$ cat src/rtl/instruction_fetch.sv
// Instruction fetch stage: issues one instruction-memory read per PC value,
// captures the returned word into the IF/ID register, and tells the program
// counter when it may advance. A one-entry skid buffer absorbs decode stalls
// and a flush path discards wrong-path work after a taken redirect.
module instruction_fetch (
  input  logic        clk,
  input  logic        rst,
  input  logic [31:0] pc,
  output logic        pc_hold,
  output logic        imem_req,
  output logic [31:0] imem_addr,
  input  logic [31:0] imem_rdata,
  input  logic        imem_ready,
  input  logic        stall,
  input  logic        flush,
  output logic        instr_valid,
  output logic [31:0] instr,
  output logic [31:0] instr_pc,
  output logic [31:0] instr_pc_plus_4,
  output logic [25:0] jump_address,
  output logic [15:0] branch_offset,
  output logic        fetch_fault
);

  localparam logic [31:0] NOP_INSTR = 32'h0000_0000;

  // ISSUE : launch a request for the current pc
  // FETCH : request outstanding, waiting for imem_ready
  // SKID  : returned word parked in the skid buffer while decode stalls
  // DROP  : request outstanding but flushed; its data will be thrown away
  // FAULT : misaligned pc seen, fetch stopped until reset
  typedef enum logic [2:0] {
    ISSUE,
    FETCH,
    SKID,
    DROP,
    FAULT
  } state_t;

  state_t      state_q, state_d;
  logic        req_d;
  logic [31:0] addr_d;
  logic        valid_d;
  logic [31:0] instr_d;
  logic [31:0] instr_pc_d;
  logic [31:0] skid_q, skid_d;
  logic [31:0] skid_pc_q, skid_pc_d;
  logic        fault_d;
  logic        load_fetch;
  logic        load_skid;

  // The PC may only move on the edge where a fetched word is accepted.
  assign pc_hold = !((state_q == FETCH) && imem_ready && !flush);

  // Field taps decoded straight from the IF/ID register.
  assign instr_pc_plus_4 = instr_pc + 32'd4;
  assign jump_address    = instr[25:0];
  assign branch_offset   = instr[15:0];

  // Next-state logic for the fetch FSM, the request port and the IF/ID register.
  always_comb begin
    // NOTE: every signal written here gets a default first so no path leaves
    // it unassigned; otherwise synthesis infers a latch.
    state_d    = state_q;
    req_d      = imem_req;
    addr_d     = imem_addr;
    valid_d    = instr_valid;
    instr_d    = instr;
    instr_pc_d = instr_pc;
    skid_d     = skid_q;
    skid_pc_d  = skid_pc_q;
    fault_d    = fetch_fault;
    load_fetch = 1'b0;
    load_skid  = 1'b0;

    unique case (state_q)
      ISSUE: begin
        // During a redirect the pc input is still the stale one, so wait a
        // cycle for the redirected value instead of fetching the wrong path.
        if (flush) begin
          state_d = ISSUE;
        end else if (pc[1:0] != 2'b00) begin
          fault_d = 1'b1;
          state_d = FAULT;
        end else begin
          addr_d  = pc;
          req_d   = 1'b1;
          state_d = FETCH;
        end
      end

      FETCH: begin
        if (imem_ready) begin
          req_d   = 1'b0;
          state_d = ISSUE;
          if (!flush) begin
            if (!instr_valid || !stall) begin
              load_fetch = 1'b1;
            end else begin
              // Decode is holding a live word: park the new one.
              skid_d    = imem_rdata;
              skid_pc_d = imem_addr;
              state_d   = SKID;
            end
          end
        end else if (flush) begin
          // The memory must still complete this request; keep it asserted.
          state_d = DROP;
        end
      end

      SKID: begin
        if (flush) begin
          state_d = ISSUE;
        end else if (!stall) begin
          load_skid = 1'b1;
          state_d   = ISSUE;
        end
      end

      DROP: begin
        if (imem_ready) begin
          req_d   = 1'b0;
          state_d = ISSUE;
        end
      end

      FAULT: begin
        req_d = 1'b0;
      end

      default: begin
        state_d = ISSUE;
        req_d   = 1'b0;
      end
    endcase

    // IF/ID register: flush beats any load, a load beats hold/drain.
    if (flush && (state_q != FAULT)) begin
      valid_d = 1'b0;
      instr_d = NOP_INSTR;
      skid_d  = NOP_INSTR;
    end else if (load_fetch) begin
      valid_d    = 1'b1;
      instr_d    = imem_rdata;
      instr_pc_d = imem_addr;
    end else if (load_skid) begin
      valid_d    = 1'b1;
      instr_d    = skid_q;
      instr_pc_d = skid_pc_q;
    end else if (!stall) begin
      // Decode consumed the word and nothing new arrived.
      valid_d = 1'b0;
    end

    // A faulted stage never presents a live instruction.
    if (state_d == FAULT) begin
      valid_d = 1'b0;
    end
  end

  // State register plus all registered outputs and the skid buffer.
  always_ff @(posedge clk or posedge rst) begin
    // NOTE: sequential state uses non-blocking assignments so every flop
    // samples the pre-edge values regardless of statement order.
    if (rst) begin
      state_q     <= ISSUE;
      imem_req    <= 1'b0;
      imem_addr   <= 32'h0;
      instr_valid <= 1'b0;
      instr       <= NOP_INSTR;
      instr_pc    <= 32'h0;
      skid_q      <= NOP_INSTR;
      skid_pc_q   <= 32'h0;
      fetch_fault <= 1'b0;
    end else begin
      state_q     <= state_d;
      imem_req    <= req_d;
      imem_addr   <= addr_d;
      instr_valid <= valid_d;
      instr       <= instr_d;
      instr_pc    <= instr_pc_d;
      skid_q      <= skid_d;
      skid_pc_q   <= skid_pc_d;
      fetch_fault <= fault_d;
    end
  end

  // An outstanding request keeps its address and stays asserted until ready.
  a_req_stable : assert property (@(posedge clk) disable iff (rst)
    (imem_req && !imem_ready) |=> (imem_req && $stable(imem_addr)));

endmodule

$ cat config.mk
export PLATFORM = sky130hd
export DESIGN_NAME = instruction_fetch
export DESIGN_NICKNAME = d
export VERILOG_FILES = /design/src/rtl/instruction_fetch.sv
export SDC_FILE = /design/constraint.sdc
export NUM_CORES = 1
export LEC_CHECK = 0
export ABC_CLOCK_PERIOD_IN_PS = 6650
export CELL_PAD_IN_SITES_DETAIL_PLACEMENT = 1
export CELL_PAD_IN_SITES_GLOBAL_PLACEMENT = 1
export CORE_MARGIN = 1
export CORE_UTILIZATION = 46
export DETAILED_ROUTE_END_ITERATION = 7
export DONT_BUFFER_PORTS = 1
export PLACE_DENSITY_LB_ADDON = 0.1
export REMOVE_ABC_BUFFERS = 1
export SLEW_MARGIN = 20
export SYNTH_ARGS = -nofsm -noshare
export SYNTH_HDL_FRONTEND = slang
export SYNTH_SLANG_ARGS = --single-unit
$ cat constraint.sdc
create_clock -name clk -period 6.65 [get_ports clk]
set_clock_uncertainty 0.2 [all_clocks]
set_input_delay 0.9975 -clock clk [delete_from_list [all_inputs] [get_ports clk]]
set_output_delay 0.9975 -clock clk [all_outputs]
set_load 0.01 [all_outputs]
# ---- Word level (Yosys, flattened, before mapping)
# Index checks and enable logic that the tools add are counted.
dict set report totals {
  reg_bits 166
  input_bits 69
  output_inout_bits 174
  word_cells 84
}
dict set report op_classes {
  add_sub_neg 1
  n_eq_ne 12
  muxes 36
  bitwise 5
  n_reduce_logical 21
}
# cell n
set ops {}
lappend ops {{$mux 32} 10}
lappend ops {{$add 32x3->32 const B} 1}
lappend ops {{$mux 3} 7}
lappend ops {{$mux 1} 15}
lappend ops {{$pmux 3 s5} 1}
lappend ops {{$reduce_and 4->1} 3}
lappend ops {{$reduce_bool 2->1} 4}
lappend ops {{$eq 3x2->1 const B} 2}
lappend ops {{$eq 3x3->1 const B} 2}
lappend ops {{$ne 2x1->1 const B} 3}
lappend ops {{$reduce_and 3->1} 2}
lappend ops {{$ne 5x1->1 const B} 1}
lappend ops {{$not 1->1} 5}
lappend ops {{$logic_not 1->1} 4}
lappend ops {{$mux 2} 2}
lappend ops {{$ne 2x2->1 const B} 2}
lappend ops {{$eq 3x1->1 const B} 1}
lappend ops {{$logic_and 1x1->1} 3}
lappend ops {{$logic_not 3->1} 1}
lappend ops {{$ne 3x3->1 const B} 1}
lappend ops {{$pmux 1 s3} 1}
lappend ops {{$reduce_bool 3->1} 1}
lappend ops {{$reduce_and 2->1} 1}
lappend ops {{$reduce_or 2->1} 1}
lappend ops {{$logic_or 1x1->1} 1}

# ---- Longest topological paths before layout
dict set report depth {
  word_depth 9
  ltp_mapped 8
  depth_no_buf 5
}

# ---- Least setup slack after synthesis
# No wires, ideal clock.
dict set report synth_timing {
  path_type {register to output}
  from {register instr_pc[4]}
  to {output port instr_pc_plus_4[23]}
  t_arrival_ns 1.563
  required_time_ns 5.452
  path_slack_ns 3.890
  path_stages_with_launch 6
  path_cell_list {dfrtp_1 and3_1 buf_2 nand4_2 nor4_1 xor2_1}
}
dict set report synth_between {
  elab_chain_cells 1
}
# element line_no
set synth_lines {}
lappend synth_lines {{start: declaration} 18} ;# output logic [31:0] instr_pc,
lappend synth_lines {{start signal: assignment} 182} ;# instr_pc <= instr_pc_d;
lappend synth_lines {{$add 32x3->32} 56} ;# assign instr_pc_plus_4 = instr_pc + 32'd4;
lappend synth_lines {{end: declaration} 19} ;# output logic [31:0] instr_pc_plus_4,
# No other way between the ends.

# ---- Final worst setup path
dict set report layout_timing {
  from {register instr_pc[3]}
  to {output port instr_pc_plus_4[20]}
}
# The elaborated chain is that of the path after synthesis.

==> results by group <==
Clock tree
  • Number of buffers inserted during clock tree synthesis: 17
  • Clock Tree Buf Depth: 2
  • Clock Tree Root: sky130_fd_sc_hd__clkbuf_16
  • Post-CTS setup buffer count: 0
  • Clock tree from TritonCTS: built
  • PostCTS Resize Cnt: 0
  • Total of hold buffers inserted after clock tree synthesis: 0
  • Clock slew at the register clock pins of the worst setup and hold paths: 60 ps
  • Number of levels in the clock H-tree: 4
  • Worst skew pair latency: approximately 420 ps
  • Number of sinks driven by the clock tree: 166

Drt
  • Pre-antenna DRT Iters: 4
  • Total wire length: ~18000 µm
  • Antenna-violating nets left: 0
  • Total number of vias: about 4500
  • Per-cell via count in the routed design: around 5.9
  • Post-detailed-route wirelength per cell: between 20 and 25 µm
  • Remaining routing DRC violations: 0
  • Violation count after the first detailed-routing iteration: 189

Worst setup path
  • Worst Path Class, Setup: register to output pin
  • Kind of end point of the critical path: output pin
  • Critical Path Source Type: register
  • Arrival time of data at the critical path endpoint: 2510 ps
  • Critical register-to-register path endpoint: instr[21]
  • Critical R2R Launch: state_q[0]
  • FF-to-FF path depth: 5
  • Largest driver fanout on the critical path: 9
  • Worst-case register-to-register setup slack: 3390 ps
  • Req. time, crit path: 5450 ps

Pwr
  • P per Cell Area: 264 mW/mm²
  • Worst vdd ir: approximately 0.17 mV
  • Overall power of the completed layout: 2.17 mW
  • Leakage power summed over all cells: 4.20 nW

Floorplanning
  • Area of the die: 0.0174 mm²
  • Std-Cell Core Area: 0.0165 mm²
  • Top-level I/O count: approximately 240
  • Number of core rows: 47
  • Initial Utilization: a little under half
  • X dimension of the die: 132 µm
  • Floorplan die height: 132 µm

STA
  • Transition time at the pin with the least slew margin: 962 ps
  • Final hold viol count: 0
  • Max frequency: 270 MHz
  • Shortest period the worst path allows: 3710 ps
  • Worst setup slack after layout: 2940 ps
  • Ratio of final minimum period to clock period: 55.7%
  • Max_slew headroom: a little over a third
  • Count of endpoints failing setup in the final report: 0
  • Post-route setup TNS: 0 ps
  • Unrepaired setup endpoints after global routing: false
  • Count of final max-slew check failures: 0
  • Hold slack: 303 ps

Synthesis
  • FFs w/ async S/R, synth: 100%
  • Share of the synthesized area in the top cell type: 53.5%
  • Post-synth EDFFs: 0
  • Sequential share of the synthesized area: between 50% and 60%
  • Top cell type by total area after synthesis: sky130_fd_sc_hd__dfrtp_1
  • Count of distinct cell types in the synthesized netlist: 40
  • Post-synthesis instance total: 588
  • Top flip-flop cell by instance count after synthesis: sky130_fd_sc_hd__dfrtp_1
  • Syn Std Cell Area: 0.00777 mm²
  • Mean instance size in the synthesized netlist: ~13 µm²
  • Biggest area contributors in the synthesized netlist: sky130_fd_sc_hd__dfrtp_1, sky130_fd_sc_hd__mux2_2, sky130_fd_sc_hd__mux2i_1
  • YS warnings: 0
  • Synth Register Bits: approximately 170

Placed design
  • Pre-CTS setup slack: roughly 2900 ps
  • GP Congestion: between 0.8 and 0.9
  • Quantity of I/O buffers inserted on ports: 0
  • Area post-placement: 0.00759 mm²
  • Total placed cells including tap cells: 738
  • Post-detailed-placement half-perimeter wirelength: 11300 µm

Finish
  • Fraction of final layout cells sized beyond drive strength 1: 28.4%
  • Post-synthesis to final-layout area growth: 5.77%
  • Fin area: 0.00821 mm²
  • Final net count: 608
  • Antenna diode count: 0
  • Post-Route Utilization: 49.7%
  • Non-Filler Instances: 770

GRT
  • GR Overflow Total: 0
  • Global-route usage over all layers: 21.3%
  • Vias in the first global route: 5059
  • Number of antenna violations at the first check in global routing: 0
  • Global-route wire length before repair: between 20000 and 30000 µm
  • Pin count of the biggest net entering global routing: between 90 and 100

Run
  • Count of max-cap constraint violations: 0

Worst hold path
  • Hold Path Class: register to register
  • Worst hold path stage count: 1
  • Hold Startpoint: skid_pc_q[15]
  • Hold path endpoint: skid_pc_q[15]

Outcome
  • Outcome: completed
-- worst max path at each step --
stage | from | depth (start not counted) | slack, ps | endpoint
3_3_place_gp | imem_ready | 5 | 3020 | instr[18]
4_1_cts | instr_pc[3] | 5 | 2890 | instr_pc_plus_4[20]
6_report | instr_pc[3] | 5 | 2940 | instr_pc_plus_4[20]
2_1_floorplan | rst | 1 | 960 | fetch_fault
3_5_place_dp | imem_ready | 5 | 2930 | instr[21]
5_1_grt | instr_pc[3] | 5 | 2780 | instr_pc_plus_4[24]
-- sequential cells by signal, indices dropped and copies added, names as in the netlist --
signal       count
imem_req         1
instr           32
skid_q          32
instr_valid      1
instr_pc        32
imem_addr       32
fetch_fault      1
skid_pc_q       32
state_q          3
-- power breakdown --
part / total (mW) / leakage [nW] / internal, mW / switching (mW)
combinational: 0.0598 / 1.66 / 0.0276 / 0.0322
sequential: 1.10 / 2.25 / 1.04 / 0.0601
clock: 1.01 / 0.280 / 0.603 / 0.404
total: 2.17 / 4.20 / 1.67 / 0.496
-- metal layers --
layer | up-vias | GRT usage [%] | wire [µm]
met5 | - | 0 | 0
met4 | 0 | 5.62 | 159
met3 | 11 | 7.27 | 1170
met2 | 136 | 35.7 | 9000
met1 | 2423 | 26.1 | 7410
li1 | 1973 | - | -
-- worst max-delay path: stages, from the launching register on --
cell and delay, ps:
sky130_fd_sc_hd__dfrtp_1 500, sky130_fd_sc_hd__ha_1 280, sky130_fd_sc_hd__and2_1 160, sky130_fd_sc_hd__nand4_1 450
sky130_fd_sc_hd__nor4_1 400, sky130_fd_sc_hd__xor2_1 290
-- final cells by class --
type                       instances  area, µm²
tap                              220        275
clock inverter                    10        148
clock buffer                      21        450
timing repair buffer               6       65.1
sequential                       166       4150
inverter                           8       35.0
multi-input combinational        339       3090
fill                            1649       8310
-- synth_stat cells (4+ instances only) --
cell / number
sky130_fd_sc_hd__dfrtp_1: 166
sky130_fd_sc_hd__inv_1: 8
sky130_fd_sc_hd__mux2_4: 7
sky130_fd_sc_hd__nand2_1: 13
sky130_fd_sc_hd__and3_1: 5
sky130_fd_sc_hd__buf_2: 17
sky130_fd_sc_hd__buf_6: 4
sky130_fd_sc_hd__o2bb2ai_1: 32
sky130_fd_sc_hd__buf_4: 50
sky130_fd_sc_hd__a22o_1: 32
sky130_fd_sc_hd__and2_1: 5
sky130_fd_sc_hd__xor2_1: 15
sky130_fd_sc_hd__nor4_1: 4
sky130_fd_sc_hd__and4_1: 4
sky130_fd_sc_hd__nor3_1: 11
sky130_fd_sc_hd__xnor2_1: 13
sky130_fd_sc_hd__mux2_2: 105
sky130_fd_sc_hd__nor2_1: 13
sky130_fd_sc_hd__nand3_1: 12
sky130_fd_sc_hd__mux2i_1: 46
-- logic make-up (layout without fill, tap and decap cells) --
kind of cell	count (synthesis)	after routing	share of synthesized area [%]
DFF	166	166	53.5
muxes	158	158	22.5
buffers and inverters	83	45	7.09
and+or+nand+nor	78	78	5.48
AOI/OAI and AO/OA	74	74	8.12
xor gates and xnor gates	28	28	3.16
adders and majority gates	1	1	0.161
-- layout by cell type (no fill, tap or decap), types with 2 or more instances in the layout --
cell type,count
sky130_fd_sc_hd__a22o_1,32
sky130_fd_sc_hd__and2_1,5
sky130_fd_sc_hd__and3_1,4
sky130_fd_sc_hd__and4_1,4
sky130_fd_sc_hd__buf_4,5
sky130_fd_sc_hd__bufinv_16,3
sky130_fd_sc_hd__clkbuf_1,3
sky130_fd_sc_hd__clkbuf_16,17
sky130_fd_sc_hd__clkinv_4,2
sky130_fd_sc_hd__clkinvlp_4,3
sky130_fd_sc_hd__dfrtp_1,166
sky130_fd_sc_hd__inv_1,7
sky130_fd_sc_hd__inv_6,3
sky130_fd_sc_hd__mux2_2,105
sky130_fd_sc_hd__mux2_4,7
sky130_fd_sc_hd__mux2i_1,46
sky130_fd_sc_hd__nand2_1,13
sky130_fd_sc_hd__nand3_1,11
sky130_fd_sc_hd__nand3b_1,2
sky130_fd_sc_hd__nand4_1,2
sky130_fd_sc_hd__nor2_1,13
sky130_fd_sc_hd__nor3_1,11
sky130_fd_sc_hd__nor4_1,4
sky130_fd_sc_hd__o21ai_0,3
sky130_fd_sc_hd__o2bb2ai_1,32
sky130_fd_sc_hd__xnor2_1,13
sky130_fd_sc_hd__xor2_1,15
Note: power is estimated with default switching activity, not from simulation.
